**src/rtl/bram_read_arbiter.sv**
```systemverilog
// bram_read_arbiter: round-robin sharing of one BRAM read port among N_REQ
// requesters. The read data goes back to the requester that was granted, after the fixed BRAM latency.
// Ports:
//   clk, reset (async, active low), enable (gates new grants)
//   req_valid/req_addr/req_ready : per-requester request handshake
//   resp_valid/resp_data         : one-hot response strobe, broadcast data
//   bram_r_addr/_valid/_data     : BRAM read port
//   busy                         : a read is in flight
//   conflict_clear/conflict_cycles : saturating contention counter
module bram_read_arbiter #(
   parameter int N_REQ        = 3,
   parameter int ADDR_WIDTH   = 9,
   parameter int DATA_WIDTH   = 64,
   parameter int READ_LATENCY = 1,
   parameter int COUNT_WIDTH  = 32
) (
   input  logic                        clk,
   input  logic                        reset,
   input  logic                        enable,
   input  logic [N_REQ-1:0]            req_valid,
   input  logic [N_REQ*ADDR_WIDTH-1:0] req_addr,
   output logic [N_REQ-1:0]            req_ready,
   output logic [N_REQ-1:0]            resp_valid,
   output logic [DATA_WIDTH-1:0]       resp_data,
   output logic [ADDR_WIDTH-1:0]       bram_r_addr,
   output logic                        bram_r_valid,
   input  logic [DATA_WIDTH-1:0]       bram_r_data,
   output logic                        busy,
   input  logic                        conflict_clear,
   output logic [COUNT_WIDTH-1:0]      conflict_cycles
);

   localparam int PTR_W = (N_REQ > 1) ? $clog2(N_REQ) : 1;
   localparam logic [PTR_W-1:0] LAST = PTR_W'(N_REQ - 1);

   logic [PTR_W-1:0]                    rr_ptr_q, rr_ptr_d;
   logic [READ_LATENCY-1:0]             tag_vld_q, tag_vld_d;
   logic [READ_LATENCY-1:0][PTR_W-1:0]  tag_id_q, tag_id_d;
   logic [COUNT_WIDTH-1:0]              conflict_q, conflict_d;

   logic             found;
   logic             grant;
   logic [PTR_W-1:0] winner;
   logic             multi;

   // Two passes give the circular scan: first the indices at or above
   // the pointer, then the ones below it.
   always_comb begin
      found  = 1'b0;
      winner = '0;
      for (int i = 0; i < N_REQ; i++) begin
         if (!found && req_valid[i] && (PTR_W'(i) >= rr_ptr_q)) begin
            found  = 1'b1;
            winner = PTR_W'(i);
         end
      end
      for (int i = 0; i < N_REQ; i++) begin
         if (!found && req_valid[i]) begin
            found  = 1'b1;
            winner = PTR_W'(i);
         end
      end
   end

   // reset gates the grant so nothing is offered while in reset
   assign grant        = reset & enable & found;
   assign bram_r_valid = grant;

   always_comb begin
      req_ready = '0;
      for (int i = 0; i < N_REQ; i++) begin
         req_ready[i] = grant && (winner == PTR_W'(i));
      end
   end

   always_comb begin
      bram_r_addr = '0;
      for (int i = 0; i < N_REQ; i++) begin
         if (req_ready[i]) begin
            bram_r_addr = req_addr[i*ADDR_WIDTH +: ADDR_WIDTH];
         end
      end
   end

   always_comb begin
      rr_ptr_d = rr_ptr_q;
      if (grant) begin
         rr_ptr_d = (winner == LAST) ? '0 : winner + PTR_W'(1);
      end
   end

   // Tag pipeline mirrors the BRAM latency; stage 0 loads every cycle
   always_comb begin
      tag_vld_d    = '0;
      tag_id_d     = '0;
      tag_vld_d[0] = grant;
      tag_id_d[0]  = winner;
      for (int s = 1; s < READ_LATENCY; s++) begin
         tag_vld_d[s] = tag_vld_q[s-1];
         tag_id_d[s]  = tag_id_q[s-1];
      end
   end

   always_comb begin
      resp_valid = '0;
      for (int i = 0; i < N_REQ; i++) begin
         resp_valid[i] = tag_vld_q[READ_LATENCY-1] &&
                         (tag_id_q[READ_LATENCY-1] == PTR_W'(i));
      end
   end

   assign resp_data = bram_r_data;
   assign busy      = |tag_vld_q;

   // More than one bit set: clearing the lowest set bit leaves something
   assign multi = |(req_valid & (req_valid - N_REQ'(1)));

   always_comb begin
      conflict_d = conflict_q;
      if (conflict_clear) begin
         conflict_d = '0;
      end else if (enable && multi && (conflict_q != '1)) begin
         conflict_d = conflict_q + COUNT_WIDTH'(1);
      end
   end

   assign conflict_cycles = conflict_q;

   always_ff @(posedge clk or negedge reset) begin
      if (!reset) begin
         rr_ptr_q   <= '0;
         tag_vld_q  <= '0;
         tag_id_q   <= '0;
         conflict_q <= '0;
      end else begin
         rr_ptr_q   <= rr_ptr_d;
         tag_vld_q  <= tag_vld_d;
         tag_id_q   <= tag_id_d;
         conflict_q <= conflict_d;
      end
   end

endmodule
```
**config.mk**
```make
export PLATFORM = sky130hd
export DESIGN_NAME = bram_read_arbiter
export DESIGN_NICKNAME = d
export VERILOG_FILES = /design/src/rtl/bram_read_arbiter.sv
export SDC_FILE = /design/constraint.sdc
export NUM_CORES = 1
export LEC_CHECK = 0
export CORE_UTILIZATION = 32
export DETAILED_ROUTE_END_ITERATION = 10
export HOLD_SLACK_MARGIN = 0.02
export PLACE_DENSITY = 0.77
export SLEW_MARGIN = 15
export SYNTH_ARGS = -nofsm -noshare
export SYNTH_HDL_FRONTEND = slang
export SYNTH_SLANG_ARGS = --single-unit
```
**constraint.sdc**
```tcl
create_clock -name clk -period 2 [get_ports clk]
set_clock_uncertainty 0.05 [all_clocks]
set_input_delay 0.4 -clock clk [delete_from_list [all_inputs] [get_ports clk]]
set_output_delay 0.4 -clock clk [all_outputs]
set_load 0.05 [all_outputs]
```
# Yosys cells after proc, flatten, opt, wreduce, memory -nomap -nowiden

Cells that the tools add are included.
Widths: inputs -> output; s select.

Magnitude comparators: 3
Equality and inequality tests: 5
Add/sub/neg operators: 3
Multipliers: 0
Bitwise gates (word level): 3
Shifts and indexed selects: 0
Mux-type cells: 17
Reduce and logical (&&, ||, !) cells: 25
Div/mod/pow operators: 0

Operators with widths:

| kind                  | number |
|---|---|
| $mux 32               | 2 |
| $add 32x1->32 const B | 1 |
| $ne 32x32->1 const B  | 1 |
| $mux 9                | 3 |
| $logic_and 1x1->1     | 16 |
| $mux 2                | 5 |
| $mux 1                | 7 |
| $logic_not 1->1       | 5 |
| $eq 2x1->1 const B    | 2 |
| $eq 2x2->1 const B    | 2 |
| $ge 1x2->1 const A    | 2 |
| $logic_not 2->1       | 2 |
| $and 3x3->3           | 1 |
| $reduce_or 3->1       | 1 |
| $sub 3x1->3 const B   | 1 |
| $add 2x1->2 const B   | 1 |
| $and 1x1->1           | 2 |
| $ge 2x2->1 const A    | 1 |
| $reduce_bool 2->1     | 1 |

Input port bits: 98
Register bits after elaboration: 37
Memories kept: 0
Memory bits (writable): 0
Word-level logic and storage cells: 60
Bits in latches: 0
ROM bits: 0

# Depth between registers and ports, before layout

Gate-level depths: netlist of run 1.

Depth after elaboration: 25
Mapped depth: 7

# Worst setup path before layout of run 1

No wires, ideal clock.

Path kind: in2out
Start point: input req_valid[2]
End point: output bram_r_addr[1]
Cell stages on the path: 6
Data required time: 1.550 ns
Path buffers: 1
Data arrival time: 2.357 ns
Path slack: -0.807 ns
Cells stage by stage: nor2b_1 o21ai_0 nand3_1 buf_2 mux2i_1 a211oi_1

Word-level cells in the longest chain between the ends: 17

Ends and longest elaborated chain:

| element                                        | RTL line | text |
|---|---|---|
| start, declared                                | 20       | `input logic [N_REQ-1:0] req_valid,` |
| $logic_and 1x1->1 (2 in series)                | 52       | `if (!found && req_valid[i] && (PTR_W'(i) >= rr_ptr_q)) begin` |
| $mux 1                                         | 52       |  |
| $logic_not 1->1                                | 58       | `if (!found && req_valid[i]) begin` |
| $logic_and 1x1->1                              | 58       |  |
| $mux 1                                         | 58       |  |
| $logic_not 1->1                                | 58       |  |
| $logic_and 1x1->1                              | 58       |  |
| $mux 1                                         | 58       |  |
| $logic_not 1->1                                | 58       |  |
| $logic_and 1x1->1                              | 58       |  |
| $mux 1 or $mux 2 (tied branches)               | 58       |  |
| $and 1x1->1 or $logic_not 2->1 (tied branches) | 66, 72   |  |
| $logic_and 1x1->1                              | 72       | `req_ready[i] = grant && (winner == PTR_W'(i));` |
| $mux 9 (2 in series)                           | 79       | `if (req_ready[i]) begin` |
| $mux 9 (*)                                     | 79       |  |
| end, declared                                  | 25       | `output logic [ADDR_WIDTH-1:0] bram_r_addr,` |

Mark *: on every way between the ends. The rest lies on a longest branch, timed or not.

# Final worst setup path of run 1

Start point: register rr_ptr_q[1]
End point: output bram_r_addr[8]

Word-level cells in the longest chain between the ends: 25

Ends and longest elaborated chain:

| element                                        | RTL line | text |
|---|---|---|
| start, declared                                | 36       | `logic [PTR_W-1:0] rr_ptr_q, rr_ptr_d;` |
| start signal, assigned                         | 136      | `rr_ptr_q <= rr_ptr_d;` |
| $ge 1x2->1                                     | 52       |  |
| $logic_and 1x1->1                              | 52       |  |
| $mux 1                                         | 52       |  |
| $logic_not 1->1                                | 52       |  |
| $logic_and 1x1->1 (2 in series)                | 52       |  |
| $mux 1                                         | 52       |  |
| $logic_not 1->1                                | 52       |  |
| $logic_and 1x1->1 (2 in series)                | 52       |  |
| [6 not listed]                                 | n/a      |  |
| $mux 1                                         | 58       |  |
| $logic_not 1->1                                | 58       |  |
| $logic_and 1x1->1                              | 58       |  |
| $mux 1 or $mux 2 (tied branches)               | 58       |  |
| $and 1x1->1 or $logic_not 2->1 (tied branches) | 66, 72   |  |
| $logic_and 1x1->1                              | 72       |  |
| $mux 9 (2 in series)                           | 79       |  |
| $mux 9 (*)                                     | 79       |  |

Marked as above.

==> impl_metrics.toml, run 1 <==
[worst_setup_path]
crit_path_start_kind = "register"
cp_slowest_stage_delay_ps = 410
critical-path-top-delay-family = "buffers and inverters"
critPathBufInv = 3
arrival_ps = 1830
cp_slowest_cell = "dfrtp_1"
cpMostUsedCell = "buf_12"
endpoint_kind = "output port"
crit_chain = "buf_6 -> nor2b_1 -> o21ai_2 -> buf_12 -> nor2_1 -> a211oi_4 -> buf_12"
cp.required_ps = 1550
worstSetupPathType = "register to output port"
cp_max_fo = 11

[synthesis]
ys_types = 45
ys.flop_type = "dfrtp_1"
synthArstFlopShare_pct = 100
synth_edf_count = 0
synth_area_um2 = 2850
yosysSeqAreaShare_pct = 32.4
ys_warn_count = 0
synth_seq_cells = 37
syn_nets = 424
syn-instance-count = 325
avgSynthCellArea_um2 = 8.78

[clocking]
cts_tree = "done"
htree_levels = 2
cts_buffer_depth = 2
postCtsHoldBufs = 0
clkTransAtPathRegs_ps = 70
numCtsBuffers = 5
clockRootBuffer = "clkbuf_8"
cts.sinks = 37
clkLatencyLatePin_ps = 300

[route]
vias = 2738
wirelength_met1_mm = 3.26
vias_per_cell = 5.33
wirelength_mm = 8.55
drc_errors = 0
met3_length_um = 598
highest_layer = "met4"
drt-initial-drc-count = 146
ant_nets = 0
met2_length_mm = 4.45
drtPass1Iterations = 4
post_drt_wl_per_cell_um = 16.6

[outcome]
failed_checks = "negative setup slack"
status = "finished with violations"

[global_routing]
grt_max_degree = 38
grt_pass1_wl_mm = 12.2
overflow = 0
grt_pass1_vias = 2552
globalRouteTotalUtil_pct = 17.1
antenna_found_initial = 0

[sta]
fin_ws_ps = -278
worst_slew_pin_slew_ps = 572
maxSlewHeadroom_pct = 61.5
max_freq_ghz = 0.439
whs_ps = 165
setup_viol = 12
drv_slew = 0
post-route-period-util_pct = 114
setup_tns_ps = -2720
rsz0062_at_grt = "true"
finalCriticalPeriod_ps = 2280
hold_violations = 0

[run]
drv_cap = 0

[finish]
final_core_util_pct = 49.4
syn2layout_area_growth_pct = 50.3
nNetsFinal = 505
final_cells = 514
antennaDiodeCount = 0
drive_gt1_share_pct = 52.7

[pwr]
p_seq_share_pct = 41.1
powerDensity_nw_per_um2 = 446
finalPower_mw = 1.91
p_sw_mw = 0.601
ir_drop_mv = 0.272
power_frac_clock_pct = 28.9
p_int_mw = 1.31
p_leak_nw = 1.71
swShare_pct = 31.4
combPwrFrac_pct = 30.1

[placed_design]
place_inst = 491
place_congestion = 0.827
io_buffers = 82
dp_hpwl_mm = 5.86

[floorplan]
pin_count = 211
core_um2 = 8680
initial_utilization_pct = 32.9
rows = 34
die_h_um = 96.4
dieArea_um2 = 9300
die_w_um = 96.4

[hold_path]
hp-class = "primary input to asynchronous set/reset pin"
## state kept, by name (all words and copies together), names as in the netlist
signal / count
busy: 1
conflict_cycles: 32
rr_ptr_q: 2
tag_id_q: 2
## cells by family (layout without fill, tap and decap cells)
kind of cell | Yosys count | after routing | share of synthesized area [%]
xor gates and xnor gates | 5 | 5 | 1.53
muxes | 12 | 12 | 4.25
AOI/OAI and AO/OA | 70 | 71 | 16.7
and+or+nand+nor | 114 | 115 | 24.0
adders and majority gates | 2 | 2 | 0.920
DFF | 37 | 37 | 32.4
buffers and inverters | 85 | 164 | 20.1
## what timing repair did
action                                  4_1_cts  5_1_grt
buffers inserted                              3       11
gates resized for setup                      22       33
endpoints found under the hold margin         0        0
gates cloned                                  1        2
pin swaps                                    11       30
endpoints found under the setup margin       39       39
## layout by cell type, fill, tap and decap left out, types with 9 or more instances in the layout
| cell type | n |
|---|---|
| nand4_1 | 10 |
| o21ai_0 | 10 |
| dfrtp_2 | 29 |
| nor2_1 | 20 |
| a211oi_4 | 10 |
| clkdlybuf4s50_1 | 28 |
| buf_4 | 91 |
| or4_1 | 10 |
| nand3_1 | 9 |
| a21oi_1 | 19 |
| o31ai_1 | 9 |
| buf_12 | 15 |
| nand2_1 | 13 |
## power by group through the flow
stage | clock (mW) | combinational [mW] | sequential (mW)
after floorplan | 0 | 0.599 | 0.807
after global placement | 0 | 0.498 | 0.794
after detailed placement | 0 | 0.511 | 0.796
after CTS | 0.561 | 0.556 | 0.780
after global routing | 0.597 | 0.609 | 0.789
final | 0.553 | 0.575 | 0.786
## metal layers
layer  vias to the layer above  GRT usage [%]
met5                         -              0
li1                       1273              -
met3                        36           4.54
met1                      1322           19.8
met2                       107           29.0
met4                         0           8.46
## cells in the mapped netlist, drive strengths merged, types with 3 or more instances
| library cell | count | area, um^2 |
|---|---|---|
| or3 | 14 | 92.6 |
| a21oi | 24 | 120 |
| clkbuf | 8 | 30.0 |
| dfrtp | 37 | 926 |
| o21ai | 18 | 90.1 |
| inv | 9 | 33.8 |
| nand3 | 11 | 55.1 |
| o31ai | 9 | 67.6 |
| nor3 | 3 | 15.0 |
| nand4 | 13 | 118 |
| or4 | 11 | 83.8 |
| mux2i | 11 | 110 |
| nor2 | 25 | 93.8 |
| buf | 68 | 509 |
| and2 | 3 | 18.8 |
| xnor2 | 4 | 35.0 |
| nand2b | 5 | 31.3 |
| nor2b | 3 | 18.8 |
| nand2 | 16 | 60.1 |
| a211oi | 12 | 95.1 |
## cell type report
class	instances	area [um^2]
Inverter	9	33.8
Sequential cell	37	962
Clock buffer	7	86.3
Timing Repair Buffer	148	1390
Tap cell	108	135
Multi-Input combinational cell	205	1680
Fill cell	789	4390
## through the flow
step                worst slack [ps]  instance area [um^2]
floorplan                      -85.7                  3100
global placement                -623                  3950
detailed placement              -698                  3950
CTS                             -291                  4110
global route                    -336                  4290
finish                          -278                  4290
## worst reg2reg max path: stages, from the launching register on
cell and delay (ps):
dfrtp_2 410, ha_4 160, and2_4 170, nand4_4 80, a2111o_1 440, buf_6 160
or3_1 320, a21oi_2 120
## path summary, 6_finish.rpt
kind                            slack [ps]  depth (start not counted)                         endpoint                           start
min in group clk                       530                          2   conflict_cycles[4]$_DFFE_PN0P_  conflict_cycles[4]$_DFFE_PN0P_
worst max register to register          10                          7  conflict_cycles[16]$_DFFE_PN0P_  conflict_cycles[1]$_DFFE_PN0P_
worst max-delay path                  -280                          7                   bram_r_addr[8]         rr_ptr_q[1]$_DFFE_PN0P_
max in group asynchronous             1360                          2          rr_ptr_q[0]$_DFFE_PN0P_                           reset
worst min register to register         530                          2   conflict_cycles[4]$_DFFE_PN0P_  conflict_cycles[4]$_DFFE_PN0P_
worst min-delay path                   170                          2  conflict_cycles[28]$_DFFE_PN0P_                           reset
No activity file was read; power rests on OpenSTA's default activity.
==> run 2: changes to the inputs <==
Settings changed: CAP_MARGIN set to 30.
==> results of run 2 <==
Same layout as run 1: the final DEF is identical, and so are final timing and power.
